## src/rtl/instr_prefetch_pkg.sv

```systemverilog
// Shared fetch definitions: instruction width, NOP encoding and the control-transfer
// opcodes that the execute core also decodes.
package instr_prefetch_pkg;

  localparam int ILEN = 32;

  typedef logic [ILEN-1:0] instr_t;

  localparam instr_t     NOP_WORD  = 32'h0000_0013;
  localparam logic [6:0] OP_BRANCH = 7'b1100011;
  localparam logic [6:0] OP_JAL    = 7'b1101111;
  localparam logic [6:0] OP_JALR   = 7'b1100111;

  // Width of the ROM word-address port, independent of the PC width.
  localparam int ROM_ADDR_W = 8;

  // True when the word can redirect the fetch stream.
  function automatic logic is_ctrl_xfer(input instr_t ir);
    return (ir[6:0] == OP_BRANCH) || (ir[6:0] == OP_JAL) || (ir[6:0] == OP_JALR);
  endfunction

  function automatic logic is_nop(input instr_t ir);
    return ir == NOP_WORD;
  endfunction

endpackage

```

## src/rtl/fetch_fifo.sv

```systemverilog
// Synchronous FIFO holding {pc, ir} pairs for the prefetch stage.
// Flush clears occupancy and pointers; the head is always storage[rd_ptr].
module fetch_fifo #(
  parameter int DEPTH = 4,
  parameter int W     = 40
) (
  input  logic                     clk,
  input  logic                     rst,
  input  logic                     push,
  input  logic                     pop,
  input  logic                     flush,
  input  logic [W-1:0]             din,
  output logic [$clog2(DEPTH):0]   count,
  output logic [W-1:0]             head
);

  localparam int PW = $clog2(DEPTH);

  logic [PW-1:0] rd_ptr;
  logic [PW-1:0] wr_ptr;
  logic [W-1:0]  mem [DEPTH];
  logic          pop_ok;

  assign pop_ok = pop && (count != '0);
  assign head   = mem[rd_ptr];

  // Pointers, occupancy and storage; flush wins over push and pop.
  always_ff @(posedge clk or posedge rst) begin
    if (rst) begin
      rd_ptr <= '0;
      wr_ptr <= '0;
      count  <= '0;
      for (int i = 0; i < DEPTH; i++) mem[i] <= '0;
    end else if (flush) begin
      rd_ptr <= '0;
      wr_ptr <= '0;
      count  <= '0;
    end else begin
      if (push) begin
        mem[wr_ptr] <= din;
        wr_ptr      <= wr_ptr + 1'b1;
      end
      if (pop_ok) rd_ptr <= rd_ptr + 1'b1;
      if (push && !pop_ok)      count <= count + 1'b1;
      else if (pop_ok && !push) count <= count - 1'b1;
    end
  end

  // The issuing side reserves a slot before every read, so a push into a full FIFO is a bug.
  assert property (@(posedge clk) disable iff (rst)
    !(push && !flush && (count == (PW+1)'(DEPTH))));

endmodule

```

## src/rtl/instr_prefetch.sv

```systemverilog
// Instruction prefetch stage: issues ROM word reads ahead of the core, buffers
// {pc, ir} in fetch_fifo and presents the head with a valid/ready handshake.
// A redirect flushes the buffer, drops any response in that cycle and issues the
// target read in the same cycle.
// Optional: define IFETCH_PERF_EN to add the saturating stall/flush counters.
module instr_prefetch
  import instr_prefetch_pkg::*;
#(
  parameter int             DEPTH    = 4,
  parameter int             AW       = 8,
  parameter logic [AW-1:0]  RESET_PC = '0
) (
  input  logic                  iCLK,
  input  logic                  iRST,
  output logic                  oROM_CE,
  output logic                  oROM_RD,
  output logic [ROM_ADDR_W-1:0] oROM_ADDR,
  input  logic [ILEN-1:0]       iROM_DATA,
  input  logic                  iREDIRECT,
  input  logic [AW-1:0]         iREDIRECT_PC,
  output logic                  oIR_VALID,
  input  logic                  iIR_READY,
  output logic [ILEN-1:0]       oIR,
  output logic [AW-1:0]         oIR_PC
`ifdef IFETCH_PERF_EN
  ,
  output logic [15:0]           oSTALL_CNT,
  output logic [15:0]           oFLUSH_CNT
`endif
);

  localparam int CW = $clog2(DEPTH) + 1;

  logic [AW-1:0]      fpc;
  logic [AW-1:0]      pend_pc;
  logic [AW-1:0]      redir_pc;
  logic [AW-1:0]      issue_pc;
  logic [AW-1:0]      issue_word;
  logic               pend;
  logic               kill;
  logic               redir;
  logic               issue;
  logic               push;
  logic               pop;
  logic [CW-1:0]      count;
  logic [CW:0]        occ;
  logic [AW+ILEN-1:0] head;
  logic               unused_redir_lsb;

  assign unused_redir_lsb = ^iREDIRECT_PC[1:0];

  assign redir    = iREDIRECT && !iRST;
  assign redir_pc = {iREDIRECT_PC[AW-1:2], 2'b00};

  // Buffered plus in-flight words must leave room for the read being issued.
  assign occ   = {1'b0, count} + {{CW{1'b0}}, pend};
  assign issue = !iRST && (redir || (occ < (CW+1)'(DEPTH)));

  assign issue_pc   = redir ? redir_pc : fpc;
  assign issue_word = issue_pc >> 2;
  assign oROM_ADDR  = ROM_ADDR_W'(issue_word);
  assign oROM_CE    = issue;
  assign oROM_RD    = issue;

  // A response landing in a redirect cycle belongs to the abandoned stream.
  assign push = pend && !kill && !redir;
  assign pop  = oIR_VALID && iIR_READY && !redir;

  assign oIR_VALID = (count != '0);
  assign oIR       = head[ILEN-1:0];
  assign oIR_PC    = head[AW+ILEN-1:ILEN];

  // Fetch PC and in-flight read tracking.
  always_ff @(posedge iCLK or posedge iRST) begin
    if (iRST) begin
      fpc     <= RESET_PC;
      pend    <= 1'b0;
      pend_pc <= '0;
      kill    <= 1'b0;
    end else begin
      pend <= issue;
      kill <= 1'b0;
      if (issue) begin
        pend_pc <= issue_pc;
        fpc     <= issue_pc + AW'(4);
      end
    end
  end

  fetch_fifo #(
    .DEPTH (DEPTH),
    .W     (AW + ILEN)
  ) u_fifo (
    .clk   (iCLK),
    .rst   (iRST),
    .push  (push),
    .pop   (pop),
    .flush (redir),
    .din   ({pend_pc, iROM_DATA}),
    .count (count),
    .head  (head)
  );

`ifdef IFETCH_PERF_EN
  // Saturating counts of starved-core cycles and redirects.
  always_ff @(posedge iCLK or posedge iRST) begin
    if (iRST) begin
      oSTALL_CNT <= '0;
      oFLUSH_CNT <= '0;
    end else begin
      if (iIR_READY && !oIR_VALID && (oSTALL_CNT != 16'hFFFF)) oSTALL_CNT <= oSTALL_CNT + 1'b1;
      if (iREDIRECT && (oFLUSH_CNT != 16'hFFFF))                oFLUSH_CNT <= oFLUSH_CNT + 1'b1;
    end
  end
`endif

endmodule

```

## config.mk

```make
export PLATFORM = sky130hd
export DESIGN_NAME = instr_prefetch
export DESIGN_NICKNAME = d
export VERILOG_FILES = /design/src/rtl/instr_prefetch_pkg.sv /design/src/rtl/fetch_fifo.sv /design/src/rtl/instr_prefetch.sv
export SDC_FILE = /design/constraint.sdc
export NUM_CORES = 1
export LEC_CHECK = 0
export CAP_MARGIN = 40
export CORE_ASPECT_RATIO = 0.5
export CORE_MARGIN = 1
export CORE_UTILIZATION = 58
export CTS_BUF_LIST = sky130_fd_sc_hd__clkbuf_8
export CTS_CLUSTER_DIAMETER = 60
export CTS_CLUSTER_SIZE = 10
export DETAILED_ROUTE_END_ITERATION = 10
export GPL_TIMING_DRIVEN = 0
export PLACE_DENSITY = 0.82
export SETUP_SLACK_MARGIN = 0.2
export SKIP_LAST_GASP = 1
export SYNTH_ARGS = -nofsm -noshare
export SYNTH_HDL_FRONTEND = slang
export SYNTH_HIERARCHICAL = 1
export SYNTH_SLANG_ARGS = --single-unit
```

## constraint.sdc

```tcl
create_clock -name iCLK -period 6.75 [get_ports iCLK]
set_input_delay 1.35 -clock iCLK [delete_from_list [all_inputs] [get_ports iCLK]]
set_output_delay 1.35 -clock iCLK [all_outputs]
set_load 0.02 [all_outputs]
```

# == Word level (Yosys, flattened, before mapping) ==
# Index checks and enable logic that the tools add are counted.
# Widths: inputs -> output; s select.
# op_classes
n_bitwise,3
addsub,6
mux,14
n_lt_le_gt_ge,4
reduce_logical,19
# ops
cell,n
$bwmux 160,1
$mux 40,3
$bmux 40 s2,1
$demux 40 s2,1
$logic_and 1x1->1,9
$mux 3,3
$add 8x3->8 const B,1
$mux 2,4
$mux 8,1
$ge 3x3->1 const B,2
$not 2->3,2
$reduce_bool 3->1,2
$add 2x1->2 const B,2
$add 3x1->4,1
$logic_not 1->1,4
$lt 4x3->1 const B,1
$reduce_bool 2->1,2
$add 3x1->3 const B,1
$lt 3x1->1 const B,1
$sub 3x1->3 const B,1
$reduce_and 2->1,1
$logic_or 1x1->1,1
$not 1->1,1
# totals
inputBits,44
register_bits,184

# == Depth between registers and ports, before layout ==
# Gate-level depths: netlist of run 1.
# depth
depth_word,9
ltp_mapped,10
mapped_depth_nobuf,9

# == Hierarchy ==
# Netlist of run 1, hierarchy kept.
# by_module_without_submodules
module,seq_area_each_um2,n_inst,cells_per_inst,area_each_um2
fetch_fifo,4179.0,1,442,7324.5
instr_prefetch,325.3,1,79,772.0

# == Worst setup path before layout of run 1 ==
# Ideal clock, no wire load.
# synth_path
path_type,input port to output port
startpoint,input iRST
endpoint,output oROM_RD
arrival_ps,2325
stages,4
path_buffers,1
slack_ps,3075
required_time_ps,5400
path_cell_list,inv_1 > o21ai_0 > inv_1 > buf_4
# synth_via
elab_chain_cells,4
# synth_rtl
element,line,text
start: declaration,instr_prefetch.sv:14,"input logic iRST,"
$logic_not 1->1 (no line) *,n/a,
$logic_and 1x1->1,instr_prefetch.sv:52,assign redir = iREDIRECT && !iRST;
$logic_or 1x1->1,instr_prefetch.sv:57,assign issue = !iRST && (redir || (occ < (CW+1)'(DEPTH)));
$logic_and 1x1->1 *,instr_prefetch.sv:57,
end: declaration,instr_prefetch.sv:16,"output logic oROM_RD,"
# Mark *: on every way between the ends. The rest lies on a longest branch, timed or not.

# == Worst setup path after layout of run 1 ==
# Ends and elaborated chain as after synthesis.

==> results of run 1 <==
==> placed cells by master, fill, tap and decap left out, drive strengths merged <==
| master | instances |
|---|---|
| fa | 1 |
| inv | 17 |
| or3 | 1 |
| nor4 | 1 |
| buf | 31 |
| bufinv | 4 |
| nor2b | 1 |
| a21oi | 4 |
| mux2 | 163 |
| o31a | 2 |
| and4b | 2 |
| a211oi | 1 |
| clkbuf | 22 |
| nor3 | 1 |
| clkdlybuf4s50 | 90 |
| and2 | 2 |
| o22ai | 1 |
| clkinv | 4 |
| mux4 | 40 |
| xnor2 | 3 |
| nand2 | 18 |
| o2bb2ai | 1 |
| xor2 | 2 |
| mux2i | 4 |
| nand2b | 4 |
| a221o | 1 |
| conb | 10 |
| o21a | 1 |
| a31oi | 4 |
| clkinvlp | 1 |
| and4 | 1 |
| and3 | 1 |
| dfrtp | 180 |
| o311ai | 1 |
| o21ai | 8 |
| ha | 5 |
| o31ai | 5 |
| nor2 | 15 |
==> worst paths after layout <==
path                                  from               to  cells past startpoint
max                                   iRST          oROM_RD                      6
min                         u_fifo/mem[12]   u_fifo/mem[12]                      1
max reg2reg                u_fifo/count[1]  u_fifo/count[1]                      7
min reg2reg                 u_fifo/mem[12]   u_fifo/mem[12]                      1
max in group asynchronous             iRST   u_fifo/mem[96]                      3
min in group asynchronous             iRST           fpc[7]                      2
==> sequential cells by signal (all words and copies together) (netlist names) <==
register and cells:
u_fifo/rd_ptr 2, u_fifo/count 3, pend 1, fpc 6, pend_pc 6, u_fifo/mem 160, u_fifo/wr_ptr 2
==> cell usage after synthesis (4+ instances only) <==
master     n  area [um^2]
mux4_2    40          901
nor2_1    15         56.3
o31ai_1    4         30.0
dfrtp_1  180         4500
mux2_1    13          146
inv_1      9         33.8
mux2_2   150         1690
a21oi_1    4         20.0
buf_2     23          115
o21ai_0    8         40.0
ha_1       5         62.6
nand2_1   18         67.6
a31oi_1    4         25.0
==> cell families after synthesis <==
family                     synth area share [%]
buffers and inverters                      2.94
DFF                                        55.6
adders and majority gates                  1.02
xor gates and xnor gates                  0.541
and+or+nand+nor                            2.94
AOI/OAI and AO/OA                          2.40
muxes                                      34.5
other                                    0.0463
==> final cells by class <==
| cell class | count | share of cell area [%] |
|---|---|---|
| Buffer | 34 | 1.90 |
| Clock buffer | 18 | 2.54 |
| Clock inverter | 14 | 2.03 |
| Inverter | 12 | 0.616 |
| Multi-Input combinational cell | 304 | 34.7 |
| Sequential cell | 180 | 46.2 |
| Tap cell | 192 | 2.46 |
| Timing Repair Buffer | 91 | 9.52 |
==> worst max-delay path: cells and delay by family <==
family | cells | cell delay, ns
compound gates | 1 | 0.25
buf+inv | 5 | 2.00
==> layer usage <==
metal | GRT usage (%) | up-vias | wire length, um | share of wire [%]
li1 | - | 2142 | - | -
met1 | 32.8 | 2458 | 7220 | 47
met2 | 37.2 | 89 | 7340 | 48
met3 | 4.29 | 8 | 512 | 3.4
met4 | 6.06 | 0 | 126 | 0.83
met5 | 0 | - | 0 | 0
==> metrics by stage <==
step	power (W)	cells	hold WS, ns	TNS [ns]	worst slack, ns
after detailed placement	0.00393	813	0.478	0	1.73
after floorplan	0.00320	530	0.448	0	0.882
final	0.00470	845	0.496	0	1.79
after global placement	0.00385	812	0.469	-224.52	-1.36
after CTS	0.00475	845	0.497	0	1.72
after global routing	0.00497	845	0.514	0	1.52
==> power by group through the flow <==
| stage | combinational, W | clock, W | sequential (W) |
|---|---|---|---|
| after floorplan | 0.00143 | 0 | 0.00178 |
| after global placement | 0.00201 | 0 | 0.00184 |
| after detailed placement | 0.00206 | 0 | 0.00187 |
| after CTS | 0.00207 | 0.000829 | 0.00185 |
| after global routing | 0.00218 | 0.000873 | 0.00192 |
| final | 0.00204 | 0.000811 | 0.00185 |
==> metrics.md, run 1 <==
| Metric | Value |
|---|---|
| Outcome | `completed` |
| Largest net degree at the start of global routing | `99` |
| Sequential area share after synthesis | `55.6%` |
| Syn Std Cell Area | `8100 um^2` |
| Yosys cell types | `46` |
| Critical Path, Cell by Cell | `clkdlybuf4s50_1, inv_1, o21ai_0, inv_1, buf_4, clkdlybuf4s50_1` |
| Setup crit start kind | `input port` |
| Die Ht | `85.5 um` |
| Routed WL per cell | `18.0 um` |
| Arrival time at the worst endpoint | `3.61 ns` |
| Post-CTS Setup Bufs | `0` |
| Vias in the first global route | `4924` |
| I/O pins | `95` |
| NetSw | `0.00153 W` |
| Max Cap Viol | `0` |
| Crit-path max FO | `14` |
| Diodes inserted | `0` |
| Sequential power share | `39.4%` |
| Combinational share of power | `43.4%` |
| Setup violators final | `0` |
| Drt total wl | `15.2 mm` |
| DRC | `0` |
| Worst-Skew Late Latency | `0.44 ns` |
| Nets | `690` |
| Htree depth | `4` |
| Worst-Margin Slew | `0.685 ns` |
| Fmax achieved | `202 MHz` |
| Final worst path period share | `73.4%` |
| FF+latch area | `4500 um^2` |
| Required time worst endpoint | `5.40 ns` |
| Clock group share of total power | `17.2%` |
| Initial Utilization | `59.6%` |
| Antenna violations before repair | `0` |
| Die width | `169 um` |
| Std-Cell Rows | `30` |
| CP Capture Type | `output pin` |
| Final core utilization | `71.8%` |
| Syn Area/Cell | `15.5 um^2` |
| Max-slew headroom | `54.3%` |
| Worst hold path class | `register to register` |
| Clock sinks | `180` |
| CTS buffer count | `17` |
| Fin area | `9750 um^2` |
| Static Leak | `4.23 nW` |
| First-pass GRT wire length | `25.5 mm` |
| Ys async rst share | `100%` |
| Layout cells sized above 1 | `40.4%` |
| Core Area | `13600 um^2` |
| Dpl hpwl | `10.2 mm` |
| Via density | `5.56` |
| Post-synth top flop | `dfrtp_1` |
| Total number of yosys warnings | `6` |
| R2R Setup Slk | `4.28 ns` |
| DR vias | `4697` |
| Gr ovfl total | `0` |
| Max Root-Sink Buffers | `2` |
| Flops & latches, synth | `180` |
| Multi-input gate area | `3390 um^2` |
| Cell area power density | `482 nW/um^2` |
| First drt pass iteration count | `5` |
| Post-cts hold buffer count | `0` |
| # fillers | `928` |
| TritonCTS clock tree | `done` |
| Drt initial violations | `230` |
| Max VDD drop | `195 uV` |
| Post-synth EDFFs | `0` |
| CP max-delay cell | `clkdlybuf4s50_1` |
| Crit path largest cell delay | `0.59 ns` |
| Post-DP Area | `9310 um^2` |
| GRT Util Overall | `23.0%` |
| RSZ-0062 raised after global routing | `no` |
| Internal | `0.00317 W` |
| Min Tclk post-route | `4.96 ns` |
| Clock root cell | `clkbuf_8` |
| Max-slew violations | `0` |
| Post-Syn Instances | `521` |
| ANT nets after route | `0` |
| CP Class | `input port to output pin` |
| Final hold vios | `0` |
| Area growth, synth to finish | `20.4%` |
| GP Congestion | `0.796` |
| Post-CTS Resized | `0` |
| Die ar. | `14500 um^2` |
| Clk_skew | `0.0141 ns` |
| Switching share of power | `32.5%` |
| PortBufs | `90` |
| Reg clk slew, reported paths | `0.09 ns` |
(Power assumes the default switching activity.)
==> run 2: changes to the inputs <==
Clock period 6.75 ns to 5.2 ns, I/O delays scaled along.
==> metrics.md, run 2 (synthesis gave the netlist of run 1 again) <==
| Metric | Value |
|---|---|
| Outcome | `completed (unchanged)` |
| Reg clk slew, reported paths | `0.08 ns (was 0.09 ns)` |
| Final hold vios | `0 (unchanged)` |
| TritonCTS clock tree | `done (unchanged)` |
| Max reg flops | `160 (unchanged)` |
| Antenna violations before repair | `0 (unchanged)` |
| GRT met3 Usage | `4.01% (was 4.29%)` |
| Largest net degree at the start of global routing | `40 (was 99)` |
| CTS buffer count | `17 (unchanged)` |
| ANT nets after route | `0 (unchanged)` |
| Setup violators final | `0 (unchanged)` |
| Largest registers | `u_fifo/mem x160, fpc x6, pend_pc x6 (unchanged)` |
| I/O pins | `95 (unchanged)` |
| Max VDD drop | `284 uV (was 195 uV)` |
| Worst hold path class | `register to register (unchanged)` |
| Drt initial violations | `280 (was 230)` |
| FF+latch area | `4500 um^2 (unchanged)` |
| GP Congestion | `0.783 (was 0.796)` |
| Worst-Margin Slew | `0.676 ns (was 0.685 ns)` |
| Static Leak | `4.21 nW (was 4.23 nW)` |
| Gr ovfl total | `0 (unchanged)` |
| Die Ht | `85.5 um (unchanged)` |
| Worst-Skew Late Latency | `0.45 ns (was 0.44 ns)` |
| RSZ-0062 raised after global routing | `no (unchanged)` |
| Multi-input gate area | `3390 um^2 (unchanged)` |
| Clk_skew | `0.0151 ns (was 0.0141 ns)` |
| Met1 Usage GRT | `32.2% (was 32.8%)` |
| Max Root-Sink Buffers | `2 (unchanged)` |
| Drt total wl | `15.6 mm (was 15.2 mm)` |
| Std-Cell Rows | `30 (unchanged)` |
| First-pass GRT wire length | `26.1 mm (was 25.5 mm)` |
| Required time worst endpoint | `4.16 ns (was 5.40 ns)` |
| Vias in the first global route | `5023 (was 4924)` |
| CP Class | `input port to output pin (unchanged)` |
| Arrival time at the worst endpoint | `3.21 ns (was 3.61 ns)` |
| Layout cells sized above 1 | `40.9% (was 40.4%)` |
| Area growth, synth to finish | `20.2% (was 20.4%)` |
| Post-CTS Setup Bufs | `0 (unchanged)` |
| Fmax achieved | `235 MHz` |
| Pre-CTS setup slack | `0.863 ns (was 1.73 ns)` |
| Post-CTS Resized | `0 (unchanged)` |
| Final worst path period share | `81.7%` |
| Crit-path max FO | `14 (unchanged)` |
| Max-slew violations | `0 (unchanged)` |
| Cell area power density | `615 nW/um^2 (was 482 nW/um^2)` |
| DRC | `0 (unchanged)` |
| DR vias | `4709 (was 4697)` |
| Via density | `5.55 (was 5.56)` |
| # fillers | `926 (was 928)` |
| Initial Utilization | `59.6% (unchanged)` |
| Die width | `169 um (unchanged)` |
| First drt pass iteration count | `5 (unchanged)` |
| GRT Util Overall | `23.7% (was 23.0%)` |
| Max Cap Viol | `0 (unchanged)` |
| Setup crit start kind | `input port (unchanged)` |
| Top reg by flops | `u_fifo/mem (unchanged)` |
| Core Area | `13600 um^2 (unchanged)` |
| Commonest cells after routing, fill and taps aside | `dfrtp_1 (180), mux2_2 (150), clkdlybuf4s50_1 (90) (unchanged)` |
| Post-route setup TNS | `0 ns (unchanged)` |
| M2 GR Usage | `40.2% (was 37.2%)` |
| Clock root cell | `clkbuf_8 (unchanged)` |
| Htree depth | `4 (unchanged)` |
| Max-slew headroom | `54.9% (was 54.3%)` |
| Grt peak-use layer | `met2 (unchanged)` |
| Die ar. | `14500 um^2 (unchanged)` |
| Min Tclk post-route | `4.25 ns` |
| PortBufs | `90 (unchanged)` |
| Post-cts hold buffer count | `0 (unchanged)` |
| Diodes inserted | `0 (unchanged)` |
| CP Capture Type | `output pin (unchanged)` |
| Nets | `693 (was 690)` |
| Clock sinks | `180 (unchanged)` |
| Setup WS post-layout | `0.950 ns (was 1.79 ns)` |
| Most common cell after layout, fill and taps aside | `dfrtp_1 (unchanged)` |
| Routed WL per cell | `18.4 um (was 18.0 um)` |
| Dpl hpwl | `10.9 mm (was 10.2 mm)` |
-- run 2: cell types whose count changed in the layout (fill, tap and decap cells not counted) --
cell / previous run / this run
buf_12: 1 / 5
buf_16: 1 / 0
bufinv_16: 4 / 0
clkbuf_8: 18 / 19
clkinvlp_4: 1 / 4
inv_1: 9 / 8
inv_6: 4 / 2
inv_8: 2 / 5
-- run 2: layout make-up --
class,count,area share [%]
flip-flops and latches,180,46.3
clock buffers,19,2.69
plain buffers,34,1.90
multi-input cells,304,34.8
clock inverters,13,1.20
inverters,12,0.578
well taps,192,2.47
repair buffers,94,10.1
-- run 2: layer usage --
layer | up-vias | wire, um
met5 | - | 0
met4 | 0 | 149
met3 | 15 | 580
met2 | 94 | 7820
met1 | 2457 | 7050
li1 | 2143 | -
-- run 2: worst paths after layout --
| check | cells after the start | endpoint | startpoint | slack [ns] |
|---|---|---|---|---|
| worst min-delay path | 1 | u_fifo/mem[4] | u_fifo/mem[4] | 0.50 |
| max in group asynchronous | 4 | u_fifo/mem[4] | iRST | 3.23 |
| worst max-delay path | 6 | oROM_RD | iRST | 0.95 |
| worst min register to register | 1 | u_fifo/mem[4] | u_fifo/mem[4] | 0.50 |
| min in group asynchronous | 2 | fpc[3] | iRST | 1.09 |
| worst max register to register | 7 | u_fifo/count[1] | u_fifo/count[1] | 2.77 |
-- run 2: worst max-delay path, stage by stage --
cell and delay, ns:
clkdlybuf4s50_1 0.53, inv_1 0.44, o21ai_0 0.24, inv_1 0.23, buf_4 0.14, clkdlybuf4s50_1 0.59
-- run 2: per-stage QoR --
step                      total power [W]  hold slack (ns)  utilization [%]  instance area, um^2  instances
after global routing              0.00632            0.521             71.6                 9730        848
after CTS                         0.00604            0.499             71.6                 9730        848
after detailed placement          0.00513            0.479             68.8                 9360        816
after floorplan                   0.00416            0.448                -                 8130        530
final                             0.00598            0.496             71.6                 9730        848
after global placement            0.00500            0.469             68.3                 9280        812
-- run 2: power breakdown --
part	internal, W	switching (W)	total [W]
Combinational	0.00153	0.00113	0.00266
Clock	0.000373	0.000536	0.000909
Sequential	0.00205	0.000364	0.00242
Total	0.00395	0.00203	0.00598
